`config.mk`:
```
export PLATFORM = sky130hd
export DESIGN_NAME = uart_loader_flat
export DESIGN_NICKNAME = d
export VERILOG_FILES = /design/src/rtl/uart_loader_if.sv /design/src/rtl/uart_loader.sv /design/src/flat_wrapper.sv
export SDC_FILE = /design/constraint.sdc
export NUM_CORES = 1
export LEC_CHECK = 0
export BUFFER_PORTS_ARGS = -buffer_cell sky130_fd_sc_hd__buf_4
export CAP_MARGIN = 10
export CELL_PAD_IN_SITES_DETAIL_PLACEMENT = 1
export CELL_PAD_IN_SITES_GLOBAL_PLACEMENT = 1
export CORE_MARGIN = 2
export CORE_UTILIZATION = 35
export CTS_CLUSTER_DIAMETER = 50
export CTS_CLUSTER_SIZE = 20
export DETAILED_ROUTE_END_ITERATION = 6
export PLACE_DENSITY_LB_ADDON = 0.1
export RECOVER_POWER = 50
export SKIP_LAST_GASP = 1
export SYNTH_ARGS = -nofsm -noshare
export SYNTH_HDL_FRONTEND = slang
export SYNTH_SLANG_ARGS = --single-unit
```
`constraint.sdc`:
```
create_clock -name clk -period 8 [get_ports clk]
set_clock_uncertainty 0.2 [all_clocks]
set_input_delay 1.2 -clock clk [delete_from_list [all_inputs] [get_ports clk]]
set_output_delay 1.2 -clock clk [all_outputs]
set_load 0.02 [all_outputs]
```
`src/rtl/uart_loader_if.sv`:
```
// rtl/uart_loader_if.sv - Loader-to-CPU write port: word, byte address, strobe and load-over flag
interface uart_loader_if;
   logic [31:0] UartData;
   logic [31:0] UartAddress;
   logic        UartWrite;
   logic        UartOver;

   modport master (
      output UartData,
      output UartAddress,
      output UartWrite,
      output UartOver
   );

   modport slave (
      input UartData,
      input UartAddress,
      input UartWrite,
      input UartOver
   );
endinterface

```
`src/rtl/uart_loader.sv`:
```
// rtl/uart_loader.sv - 8N1 UART receiver that assembles little-endian words and writes them
// through the Uart* port while holding the CPU in reset until the load completes.
module uart_loader #(
   parameter int unsigned CLKS_PER_BIT = 217,
   parameter logic [31:0] BASE_ADDR    = 32'h0,
   parameter int unsigned MAX_WORDS    = 16384,
   parameter int unsigned TIMEOUT_CLKS = 2_500_000
) (
   input  logic                clk,
   input  logic                rst_n,
   input  logic                rx,
   input  logic                start,
   input  logic                skip_load,
   uart_loader_if.master       uart,
   output logic [15:0]         words_loaded,
   output logic [2:0]          status
);

   localparam int CNT_W = $clog2(CLKS_PER_BIT + 1);
   localparam int TMO_W = $clog2(TIMEOUT_CLKS + 1);
   localparam logic [CNT_W-1:0] HALF_LAST = CNT_W'(CLKS_PER_BIT / 2 - 1);
   localparam logic [CNT_W-1:0] BIT_LAST  = CNT_W'(CLKS_PER_BIT - 1);
   localparam logic [TMO_W-1:0] TMO_LAST  = TMO_W'(TIMEOUT_CLKS - 1);
   localparam logic [31:0]      MAX_W     = 32'(MAX_WORDS);

   typedef enum logic [1:0] {RX_IDLE, RX_START, RX_DATA, RX_STOP} rx_state_t;
   typedef enum logic [1:0] {L_LEN, L_DATA, L_DONE} ld_state_t;

   // ---------------- receiver ----------------
   logic             rx_meta, rx_sync;
   rx_state_t        rx_state_q, rx_state_n;
   logic [CNT_W-1:0] rx_cnt_q, rx_cnt_n;
   logic [2:0]       rx_bit_q, rx_bit_n;
   logic [7:0]       rx_shift_q, rx_shift_n;
   logic             rx_done, rx_ferr;
   logic             rx_discard_q;

   always_ff @(posedge clk or negedge rst_n) begin
      if (!rst_n) begin
         rx_meta <= 1'b1;
         rx_sync <= 1'b1;
      end else begin
         rx_meta <= rx;
         rx_sync <= rx_meta;
      end
   end

   always_ff @(posedge clk or negedge rst_n) begin
      if (!rst_n) begin
         rx_state_q <= RX_IDLE;
         rx_cnt_q   <= '0;
         rx_bit_q   <= '0;
         rx_shift_q <= '0;
      end else begin
         rx_state_q <= rx_state_n;
         rx_cnt_q   <= rx_cnt_n;
         rx_bit_q   <= rx_bit_n;
         rx_shift_q <= rx_shift_n;
      end
   end

   always_comb begin
      rx_state_n = rx_state_q;
      rx_cnt_n   = rx_cnt_q + CNT_W'(1);
      rx_bit_n   = rx_bit_q;
      rx_shift_n = rx_shift_q;
      rx_done    = 1'b0;
      rx_ferr    = 1'b0;
      case (rx_state_q)
         RX_IDLE: begin
            rx_cnt_n = '0;
            if (!rx_sync) rx_state_n = RX_START;
         end
         RX_START: begin
            if (rx_cnt_q == HALF_LAST) begin
               rx_cnt_n   = '0;
               rx_bit_n   = '0;
               rx_state_n = rx_sync ? RX_IDLE : RX_DATA;
            end
         end
         RX_DATA: begin
            if (rx_cnt_q == BIT_LAST) begin
               rx_cnt_n   = '0;
               rx_shift_n = {rx_sync, rx_shift_q[7:1]};
               rx_bit_n   = rx_bit_q + 3'd1;
               if (rx_bit_q == 3'd7) rx_state_n = RX_STOP;
            end
         end
         RX_STOP: begin
            if (rx_cnt_q == BIT_LAST) begin
               rx_cnt_n   = '0;
               rx_state_n = RX_IDLE;
               rx_done    = rx_sync;
               rx_ferr    = !rx_sync;
            end
         end
         default: rx_state_n = RX_IDLE;
      endcase
   end

   // A byte already on the wire when start arrives is received to completion, then thrown away.
   always_ff @(posedge clk or negedge rst_n) begin
      if (!rst_n)
         rx_discard_q <= 1'b0;
      else if (start)
         rx_discard_q <= (rx_state_n != RX_IDLE);
      else
         rx_discard_q <= rx_discard_q && (rx_state_n != RX_IDLE);
   end

   // ---------------- loader ----------------
   ld_state_t        ld_state_q, ld_state_n;
   logic [1:0]       b_q, b_n;
   logic [23:0]      buf_q, buf_n;
   logic [31:0]      n_words_q, n_words_n;
   logic [31:0]      wcnt_q, wcnt_n;
   logic [TMO_W-1:0] tmo_q, tmo_n;
   logic [1:0]       over_cnt_q, over_cnt_n;
   logic [2:0]       status_q, status_n;
   logic [31:0]      data_q, data_n;
   logic [31:0]      addr_q, addr_n;
   logic             write_q, write_n;
   logic             over_q, over_n;
   logic             byte_ok, frame_hit;
   logic [31:0]      word_asm;

   assign byte_ok   = rx_done && !rx_discard_q && !start && !skip_load;
   assign frame_hit = rx_ferr && !rx_discard_q && (ld_state_q != L_DONE);
   assign word_asm  = {rx_shift_q, buf_q};

   always_ff @(posedge clk or negedge rst_n) begin
      if (!rst_n) begin
         ld_state_q <= L_LEN;
         b_q        <= '0;
         buf_q      <= '0;
         n_words_q  <= '0;
         wcnt_q     <= '0;
         tmo_q      <= '0;
         over_cnt_q <= '0;
         status_q   <= '0;
         data_q     <= '0;
         addr_q     <= BASE_ADDR;
         write_q    <= 1'b0;
         over_q     <= 1'b0;
      end else begin
         ld_state_q <= ld_state_n;
         b_q        <= b_n;
         buf_q      <= buf_n;
         n_words_q  <= n_words_n;
         wcnt_q     <= wcnt_n;
         tmo_q      <= tmo_n;
         over_cnt_q <= over_cnt_n;
         status_q   <= status_n;
         data_q     <= data_n;
         addr_q     <= addr_n;
         write_q    <= write_n;
         over_q     <= over_n;
      end
   end

   always_comb begin
      ld_state_n = ld_state_q;
      b_n        = b_q;
      buf_n      = buf_q;
      n_words_n  = n_words_q;
      wcnt_n     = wcnt_q;
      tmo_n      = '0;
      over_cnt_n = over_cnt_q;
      status_n   = status_q;
      data_n     = data_q;
      addr_n     = addr_q;
      write_n    = 1'b0;
      over_n     = over_q;
      case (ld_state_q)
         L_LEN, L_DATA: begin
            if (byte_ok) begin
               if (b_q != 2'd3) begin
                  b_n   = b_q + 2'd1;
                  buf_n = {rx_shift_q, buf_q[23:8]};
               end else begin
                  b_n = 2'd0;
                  if (ld_state_q == L_LEN) begin
                     if (word_asm == 32'd0) begin
                        ld_state_n = L_DONE;
                        over_cnt_n = 2'd0;
                     end else begin
                        ld_state_n = L_DATA;
                        wcnt_n     = '0;
                        if (word_asm > MAX_W) begin
                           n_words_n   = MAX_W;
                           status_n[2] = 1'b1;
                        end else begin
                           n_words_n = word_asm;
                        end
                     end
                  end else begin
                     data_n  = word_asm;
                     addr_n  = BASE_ADDR + {wcnt_q[29:0], 2'b00};
                     write_n = 1'b1;
                     wcnt_n  = wcnt_q + 32'd1;
                     // Two-clk delay lets the final write land on memclk before the CPU leaves reset.
                     if (wcnt_q + 32'd1 >= n_words_q) begin
                        ld_state_n = L_DONE;
                        over_cnt_n = 2'd2;
                     end
                  end
               end
            end else if (ld_state_q == L_DATA || b_q != 2'd0) begin
               if (tmo_q == TMO_LAST) begin
                  status_n[1] = 1'b1;
                  b_n         = 2'd0;
                  wcnt_n      = '0;
                  ld_state_n  = L_LEN;
               end else begin
                  tmo_n = tmo_q + TMO_W'(1);
               end
            end
         end
         default: begin
            if (over_cnt_q != 2'd0) over_cnt_n = over_cnt_q - 2'd1;
            if (over_cnt_q <= 2'd1) over_n = 1'b1;
         end
      endcase

      if (frame_hit) status_n[0] = 1'b1;

      if (skip_load) begin
         ld_state_n = L_DONE;
         over_cnt_n = 2'd0;
         over_n     = 1'b1;
      end

      if (start) begin
         ld_state_n = L_LEN;
         b_n        = 2'd0;
         wcnt_n     = '0;
         tmo_n      = '0;
         over_cnt_n = 2'd0;
         status_n   = '0;
         addr_n     = BASE_ADDR;
         over_n     = 1'b0;
      end
   end

   assign uart.UartData    = data_q;
   assign uart.UartAddress = addr_q;
   assign uart.UartWrite   = write_q;
   assign uart.UartOver    = over_q;
   assign words_loaded     = (|wcnt_q[31:16]) ? 16'hFFFF : wcnt_q[15:0];
   assign status           = status_q;

endmodule
```
`src/flat_wrapper.sv`:
```
// flat-port wrapper written by rule: the top's interface ports become plain ports
module uart_loader_flat 
#(
   parameter int unsigned CLKS_PER_BIT = 217,
   parameter logic [31:0] BASE_ADDR    = 32'h0,
   parameter int unsigned MAX_WORDS    = 16384,
   parameter int unsigned TIMEOUT_CLKS = 2_500_000
)
  (clk, rst_n, rx, start, skip_load, words_loaded, status, uart_UartData, uart_UartAddress, uart_UartWrite, uart_UartOver);
  uart_loader_if uart_i ();
  input  logic clk;
  input  logic rst_n;
  input  logic rx;
  input  logic start;
  input  logic skip_load;
  output logic [15:0] words_loaded;
  output logic [2:0] status;
  output wire logic [$bits(uart_i.UartData)-1:0] uart_UartData;
  output wire logic [$bits(uart_i.UartAddress)-1:0] uart_UartAddress;
  output wire logic [$bits(uart_i.UartWrite)-1:0] uart_UartWrite;
  output wire logic [$bits(uart_i.UartOver)-1:0] uart_UartOver;
  assign uart_UartData = uart_i.UartData;
  assign uart_UartAddress = uart_i.UartAddress;
  assign uart_UartWrite = uart_i.UartWrite;
  assign uart_UartOver = uart_i.UartOver;
  uart_loader #(.CLKS_PER_BIT(CLKS_PER_BIT), .BASE_ADDR(BASE_ADDR), .MAX_WORDS(MAX_WORDS), .TIMEOUT_CLKS(TIMEOUT_CLKS)) u_core (.clk(clk), .rst_n(rst_n), .rx(rx), .start(start), .skip_load(skip_load), .uart(uart_i), .words_loaded(words_loaded), .status(status));
endmodule
```
==> metrics.md, run 1 <==
| Metric | Value |
|---|---|
| Hold-fix buffers at CTS | 0 |
| Met3 Use GR | approximately 2.8% |
| CP Data Required Time | about 7600 ps |
| Fin crit share | 61.9% |
| Buffers and inverters on the worst path | 2 |
| Area contributors post-synth | dfrtp_1 (51%), nand2_1 (8.4%), ha_1 (5.7%), mux2_2 (3.4%), o21ai_0 (3.4%) |
| Die area | 0.0304 mm² |
| # DRC | 0 |
| Status | finished, violations left |
| DP HPWL | 17100 µm |
| Area grow syn2layout | 16.4% |
| IR drop worst, VDD | 180 µV |
| GR Overflow Total | 0 |
| Port Buffers | slightly below 90 |
| Ant diodes | 0 |
| Post-synth top area cell | dfrtp_1 |
| Clk slew on worst S/H paths | 60 ps |
| Fin area | 0.0118 mm² |
| Met2 usage | around a quarter |
| Clock buffer count from CTS | 30 |
| Largest net degree at the start of global routing | 95 |
| First-pass GRT wire length | 42300 µm |
| Share of the synthesized area in the top cell type | 50.6% |
| Peak Freq | 202 MHz |
| Crit-path max cell delay | between 2000 and 3000 ps |
| Routed wire length per instance | approximately 16 µm |
| Worst hold margin | about 160 ps |
| Clock sink count | approximately 210 |
| Routability cong. | 0.782 |
| Hold Path Class | flip-flop to flip-flop |
| Family with the most delay on the worst path | buffers and inverters |
| Commonest non-fill, non-tap cell in the layout | nand2_1 |
| DR vias/cell | 4.93 |
| Sequential share of the synthesized area | 51.1% |
| Nets | roughly 1200 |
| Filler Cells Inserted | between 3000 and 4000 |
| Least-Margin Pin Slew | 3790 ps |
| Mapped Area | between 0.01 and 0.015 mm² |
| Lkg Pwr | around 5.5 nW |
| Crit. End Element | asynchronous set/reset pin |
| Violated checks | max-capacitance violations, max-slew violations |
| WL final | 25200 µm |
| Worst EP arrival | around 4500 ps |
| Slew Limit Headroom | -153% |
| RSZ-0062 raised after global routing | false |
| Maximum buffer depth of the clock tree | 3 |
| Synth warn | 0 |
| Fraction of registers with async set/reset | 100% |
| Number of enable flip-flop cells after synthesis | 0 |
| GR peak layer | met2 |
| First-pass DRT Iterations | 7 |
| Std-Cell Rows | 62 |
| Critical path class | primary input to asynchronous set/reset pin |
| Syn Area/Cell | 9.49 µm² |
| Crit path max fanout | 94 |
| TNS Setup | 0 ps |
| Via count | 7622 |
| Postcts setup bufs | 0 |
| Routing usage on met1 | 24.7% |
| Clk root buf | clkbuf_16 |
| Post-Synthesis Cells | 1069 |
| Pins Over Slew Limit | approximately 120 |
| Final Hold Violating Endpoints | 0 |
| Flops & latches, synth | 207 |
| Area after detailed placement | 0.0111 mm² |
| Height of the die | between 150 and 200 µm |
| CP max stage cell | clkbuf_1 |
| Die Wd | 174 µm |
| CTS tree | built |
| Final setup violation count | 0 |
| Total Routing Usage GR | 16.9% |
| Ports | 90 |
| Initial antenna violation count | 0 |
| Post_cts resized | 0 |
| Reported max-cap violation count | 2 |
| CP startpoint kind | primary input |
| Layout cells sized above 1 | 11.7% |
| Yosys cell types | 60 |
| ANT nets after route | 0 |
| Minimum clock period | 4950 ps |
| Vias in the first global route | between 7000 and 8000 |
| Most frequent cells in the layout | nand2_1 (227), dfrtp_1 (205), nor2_1 (73) |
| CP Cell Sequence | clkbuf_8 > clkbuf_1 |
| Clk_lat worst skew | 540 ps |
| Top FF cell, synth | dfrtp_1 |
| H-tree depth | 1 |
| Initial Utilization | 35.4% |
| Initial DRC count | 372 |
| Core ar. | 0.0286 mm² |
| Power Dens Cells | 200 mW/mm² |
[final timing paths]
check	startpoint	slack, ps	cells after the start	end
max in group clk	u_core.wcnt_q[0]	3280	13	u_core.over_cnt_q[1]
min reg2reg	u_core.rx_meta	160	0	u_core.rx_sync
min	u_core.rx_meta	160	0	u_core.rx_sync
max reg2reg	u_core.wcnt_q[0]	3280	13	u_core.over_cnt_q[1]
max	rst_n	3050	2	u_core.rx_cnt_q[3]
min in group asynchronous	rst_n	510	1	u_core.uart.UartAddress[27]
[layout make-up]
cell class	instances	area, µm²	share of cell area [%]
Sequential cell	207	5180	43.9
Multi-Input combinational cell	754	4530	38.4
Clock buffer	31	776	6.57
Tap cell	384	480	4.07
Timing Repair Buffer	91	427	3.61
Clock inverter	25	209	1.77
Inverter	55	206	1.75
[synth_stat cells, types with 20 or more instances]
cell type  count
a21oi_1       33
and3_1        20
xnor2_1       25
mux2_2        31
nor2_1        73
nand3_1       43
o21ai_0       69
xor2_1        31
nand2_1      227
inv_1         55
ha_1          46
dfrtp_1      205
clkbuf_1      37
[cell families (layout without fill, tap and decap cells)]
| family | count (synthesis) | count (layout) | share of synthesized area, % |
|---|---|---|---|
| fa+ha+maj | 46 | 46 | 5.67 |
| compound gates | 157 | 157 | 9.46 |
| xor+xnor | 56 | 56 | 4.83 |
| simple gates | 461 | 461 | 21.0 |
| other cells | 1 | 2 | 0.0370 |
| mux | 32 | 32 | 3.54 |
| flops | 207 | 207 | 51.1 |
| buf+inv | 109 | 202 | 4.39 |
[report_power, final]
part / switching [W] / internal, W
logic: 0.0000345 / 0.00000521
clock network: 0.000545 / 0.000731
registers: 0.00000237 / 0.00105
[routing by layer]
metal / routed length, µm / vias up
met4: 372 / 0
met5: 0 / -
li1: - / 3750
met3: 1070 / 27
met2: 11000 / 132
met1: 12800 / 3713
[registers in the layout (all words and copies together) (netlist names), 2 cells and up]
register,flops
u_core.wcnt_q,32
u_core.rx_shift_q,8
u_core.status,3
u_core.rx_cnt_q,8
u_core.b_q,2
u_core.over_cnt_q,2
u_core.ld_state_q,2
u_core.rx_state_q,2
u_core.tmo_q,22
u_core.uart.UartData,32
u_core.uart.UartAddress,30
u_core.rx_bit_q,3
u_core.buf_q,24
u_core.n_words_q,32
[per-stage QoR]
| stage | power, W | util [%] | setup slack, ps | std cells |
|---|---|---|---|---|
| finish | 0.00237 | 41.3 | 3050 | 1547 |
| floorplan | 0.00108 | - | 4290 | 1070 |
| CTS | 0.00242 | 42.2 | 3240 | 1547 |
| detailed placement | 0.00111 | 38.7 | 3240 | 1491 |
| global placement | 0.00111 | 38.7 | 3450 | 1491 |
| global route | 0.00246 | 41.3 | 2000 | 1547 |
(Power assumes the default switching activity.)
==> run 2, diff against run 1 <==
--- a/config.mk
+++ b/config.mk
@@ -5,6 +5,7 @@
 export SDC_FILE = /design/constraint.sdc
 export NUM_CORES = 1
 export LEC_CHECK = 0
+export ABC_AREA = 1
 export BUFFER_PORTS_ARGS = -buffer_cell sky130_fd_sc_hd__buf_4
 export CAP_MARGIN = 10
 export CELL_PAD_IN_SITES_DETAIL_PLACEMENT = 1
==> constraint.sdc (replaced) <==
create_clock -name clk -period 4.7 [get_ports clk]
set_clock_uncertainty 0.2 [all_clocks]
set_input_delay 0.705 -clock clk [delete_from_list [all_inputs] [get_ports clk]]
set_output_delay 0.705 -clock clk [all_outputs]
set_load 0.02 [all_outputs]
==> run 2 against run 1 <==
Against the previous run:
- sequential cell count stayed put
- total power rose by 87%
- non-clock buffer count grew 3
- sequential share of layout area is 3.3 points lower
- the flow still finishes with violations (max-capacitance violations, max-slew violations)
- synthesized area increased by 5.9%
- combinational power grew to 2.7 times the previous value
==> metrics.md, run 2 <==
| Metric | Value |
|---|---|
| Clk_lat worst skew | 530 ps (about the same) |
| Layout cells sized above 1 | 10.9% (-0.77 points) |
| Maximum buffer depth of the clock tree | 3 (unchanged) |
| Postcts setup bufs | 0 (unchanged) |
| Multi-input gate area | 0.00434 mm² (-4.1%) |
| Die area | 0.0321 mm² (+5.8%) |
| Yosys cell types | 46 (-23%) |
| Final setup violation count | 0 (unchanged) |
| Peak Freq | between 200 and 300 MHz |
| Port Buffers | 87 (unchanged) |
| Lkg Pwr | 6.55 nW (+19%) |
| TNS Setup | 0 ps (unchanged) |
| Mapped Area | 0.0107 mm² (+5.9%) |
| DP HPWL | 22800 µm (+33%) |
| Most used cell, CP | nand2_1 |
| Commonest non-fill, non-tap cell in the layout | nand2_1 |
| GR Overflow Total | 0 (unchanged) |
| CP Cell Sequence | inv_1 > nor3_1 > inv_1 > nor2_1 > nand2_1 > inv_1 > nand2_1 > xor2_1 > ha_1 > a21oi_1 > nand2_1 > nand2_1 > a21oi_1 > nor2_1 > nand2_1 > nand2_1 > nand2_1 > nand2_1 > nand2_1 > nand2_1 |
| Area contributors post-synth | dfrtp_1 (48%), nand2_1 (9.6%), inv_1 (9.2%), ha_1 (5.4%), o21ai_0 (5.2%) |
| Buffers and inverters on the worst path | 3 (+1) |
| Initial antenna violation count | 0 (unchanged) |
| Fraction of registers with async set/reset | 100% (unchanged) |
| Critical path class | flip-flop to flip-flop |
| Share of the synthesized area in the top cell type | 47.7% (-2.8 points) |
| Clock sink count | 207 (unchanged) |
| DR vias/cell | 4.79 (-2.9%) |
| Synth warn | 0 (unchanged) |
| Final Hold Violating Endpoints | 0 (unchanged) |
| Sequential share of the synthesized area | 48.2% (-2.9 points) |
| Crit-path max cell delay | 580 ps (-2130 ps) |
| Clk root buf | clkbuf_16 |
| Filler Cells Inserted | 3699 (+13%) |
| Largest net degree at the start of global routing | 104 (+9.5%) |
| Commonest cells in the netlist | nand2_1 (276), inv_1 (262), dfrtp_1 (205) |
| Minimum clock period | 3680 ps |
| CTS tree | built |
| Clock buffer count from CTS | 36 (+20%) |
| # DRC | 0 (unchanged) |
| IR drop worst, VDD | 261 µV (+45%) |
| Vias in the first global route | 9457 (+19%) |
| First-pass DRT Iterations | 4 (-3) |
| Reg area | 0.00518 mm² (unchanged) |
| Flops & latches, synth | 207 (unchanged) |
| Hold-fix buffers at CTS | 0 (unchanged) |
| Violated checks | max-capacitance violations, max-slew violations |
| Family with the most delay on the worst path | simple AND/OR/NAND/NOR gates |
| Ant diodes | 0 (unchanged) |
| Initial DRC count | 373 (+0.27%) |
| Least-Margin Pin Slew | 2840 ps (-952 ps) |
| CP startpoint kind | flip-flop |
| Nets | 1462 (+23%) |
| Core ar. | 0.0304 mm² (+6.3%) |
| Syn Area/Cell | 8.16 µm² (-14%) |
| Power Dens Cells | 347 mW/mm² (+73%) |
| Post-synth top area cell | dfrtp_1 |
| Post_cts resized | 0 (unchanged) |
| ANT nets after route | 0 (unchanged) |
| Setup WS pre-CTS | 989 ps (-2250 ps) |
| Status | finished, violations left |
| Number of enable flip-flop cells after synthesis | 0 (unchanged) |
| Ports | 90 (unchanged) |
| CP Data Required Time | 4950 ps (-2620 ps) |
| First-pass GRT wire length | 51000 µm (+21%) |
| Routability cong. | 0.849 (+8.5%) |
| Via count | 8772 (+15%) |
| Post-Synthesis Cells | 1317 (+23%) |
| H-tree depth | 2 (+1) |
| Pins Over Slew Limit | 103 (-12%) |
| Clk slew on worst S/H paths | 70 ps (about the same) |
| Std-Cell Rows | 64 (+3.2%) |
| Area grow syn2layout | 18.8% |
| Hold Path Class | primary input to flip-flop |
| Reported max-cap violation count | 1 (-1) |
| Worst setup margin | 1020 ps (-2030 ps) |
| Fin crit share | 78.3% |
| Slew Limit Headroom | -89.1% (+63 points) |
| Worst EP arrival | 3930 ps (-590 ps) |
| Routed wire length per instance | 17.0 µm (+4.6%) |
| Area after detailed placement | 0.0118 mm² (+6.0%) |
| Die Wd | 179 µm (+2.9%) |
| Fin area | 0.0128 mm² (+8.1%) |
| Crit path max fanout | 4 (-96%) |
| Total Routing Usage GR | 20.5% (+3.6 points) |
| WL final | 31200 µm (+24%) |
| Crit. End Element | flip-flop |
| Initial Utilization | 35.3% (-0.12 points) |
| Count leader, synth | nand2_1 |
| RSZ-0062 raised after global routing | false |
| CP max stage cell | nor3_1 |
| Most frequent cells in the layout | nand2_1 (277), inv_1 (262), dfrtp_1 (205) |
| Top FF cell, synth | dfrtp_1 |
| Height of the die | 179 µm (+2.9%) |
-- run 2: power by group --
part	leakage, nW	internal (W)	total [W]	switching [W]
clock	0.570	0.00151	0.00252	0.00101
sequential	2.73	0.00179	0.00180	0.00000670
combinational	3.25	0.0000216	0.000109	0.0000869
-- run 2: cell families after synthesis --
logic type	count (synthesis)	share of synthesized area [%]
simple gates	531	21.5
buf+inv	306	11.4
flops	207	48.2
compound gates	191	10.7
fa+ha+maj	46	5.36
xor+xnor	33	2.69
mux	2	0.186
other cells	1	0.0349
-- run 2: per-layer routing --
metal | track usage [%] | routed length [µm] | vias up | share of wire (%)
met5 | 0 | 0 | - | 0
met4 | 6.25 | 672 | 0 | 2.2
met3 | 3.12 | 1050 | 42 | 3.4
met2 | 37.4 | 15900 | 126 | 51
met1 | 24.7 | 13600 | 4273 | 44
li1 | - | - | 4331 | -
-- run 2: area by class of cell --
cell class / count / share of cell area [%]
Inverter: 267 / 7.87
Sequential cell: 207 / 40.6
Timing Repair Buffer: 94 / 4.53
Tap cell: 396 / 3.88
Clock inverter: 21 / 1.55
Clock buffer: 43 / 7.58
Multi-Input combinational cell: 805 / 34.0
-- run 2: path summary, 6_finish.rpt --
path | endpoint | cells past startpoint | slack, ps | from
max | u_core.over_cnt_q[1] | 20 | 1020 | u_core.wcnt_q[2]
min | u_core.rx_meta | 1 | 80 | rx
min in group asynchronous | u_core.uart.UartAddress[13] | 1 | 860 | rst_n
max reg2reg | u_core.over_cnt_q[1] | 20 | 1020 | u_core.wcnt_q[2]
max in group asynchronous | u_core.uart.UartAddress[5] | 2 | 1340 | rst_n
min reg2reg | u_core.rx_sync | 0 | 160 | u_core.rx_meta
-- run 2: stage by stage --
step / hold WS, ps / cells / power (W) / util [%]
2_1_floorplan: 145 / 1318 / 0.00188 / -
3_3_place_gp: 147 / 1769 / 0.00194 / 38.6
3_5_place_dp: 149 / 1769 / 0.00194 / 38.6
4_1_cts: 52.6 / 1833 / 0.00451 / 42.5
5_1_grt: 56.3 / 1833 / 0.00460 / 42.0
6_report: 77.8 / 1833 / 0.00443 / 42.0
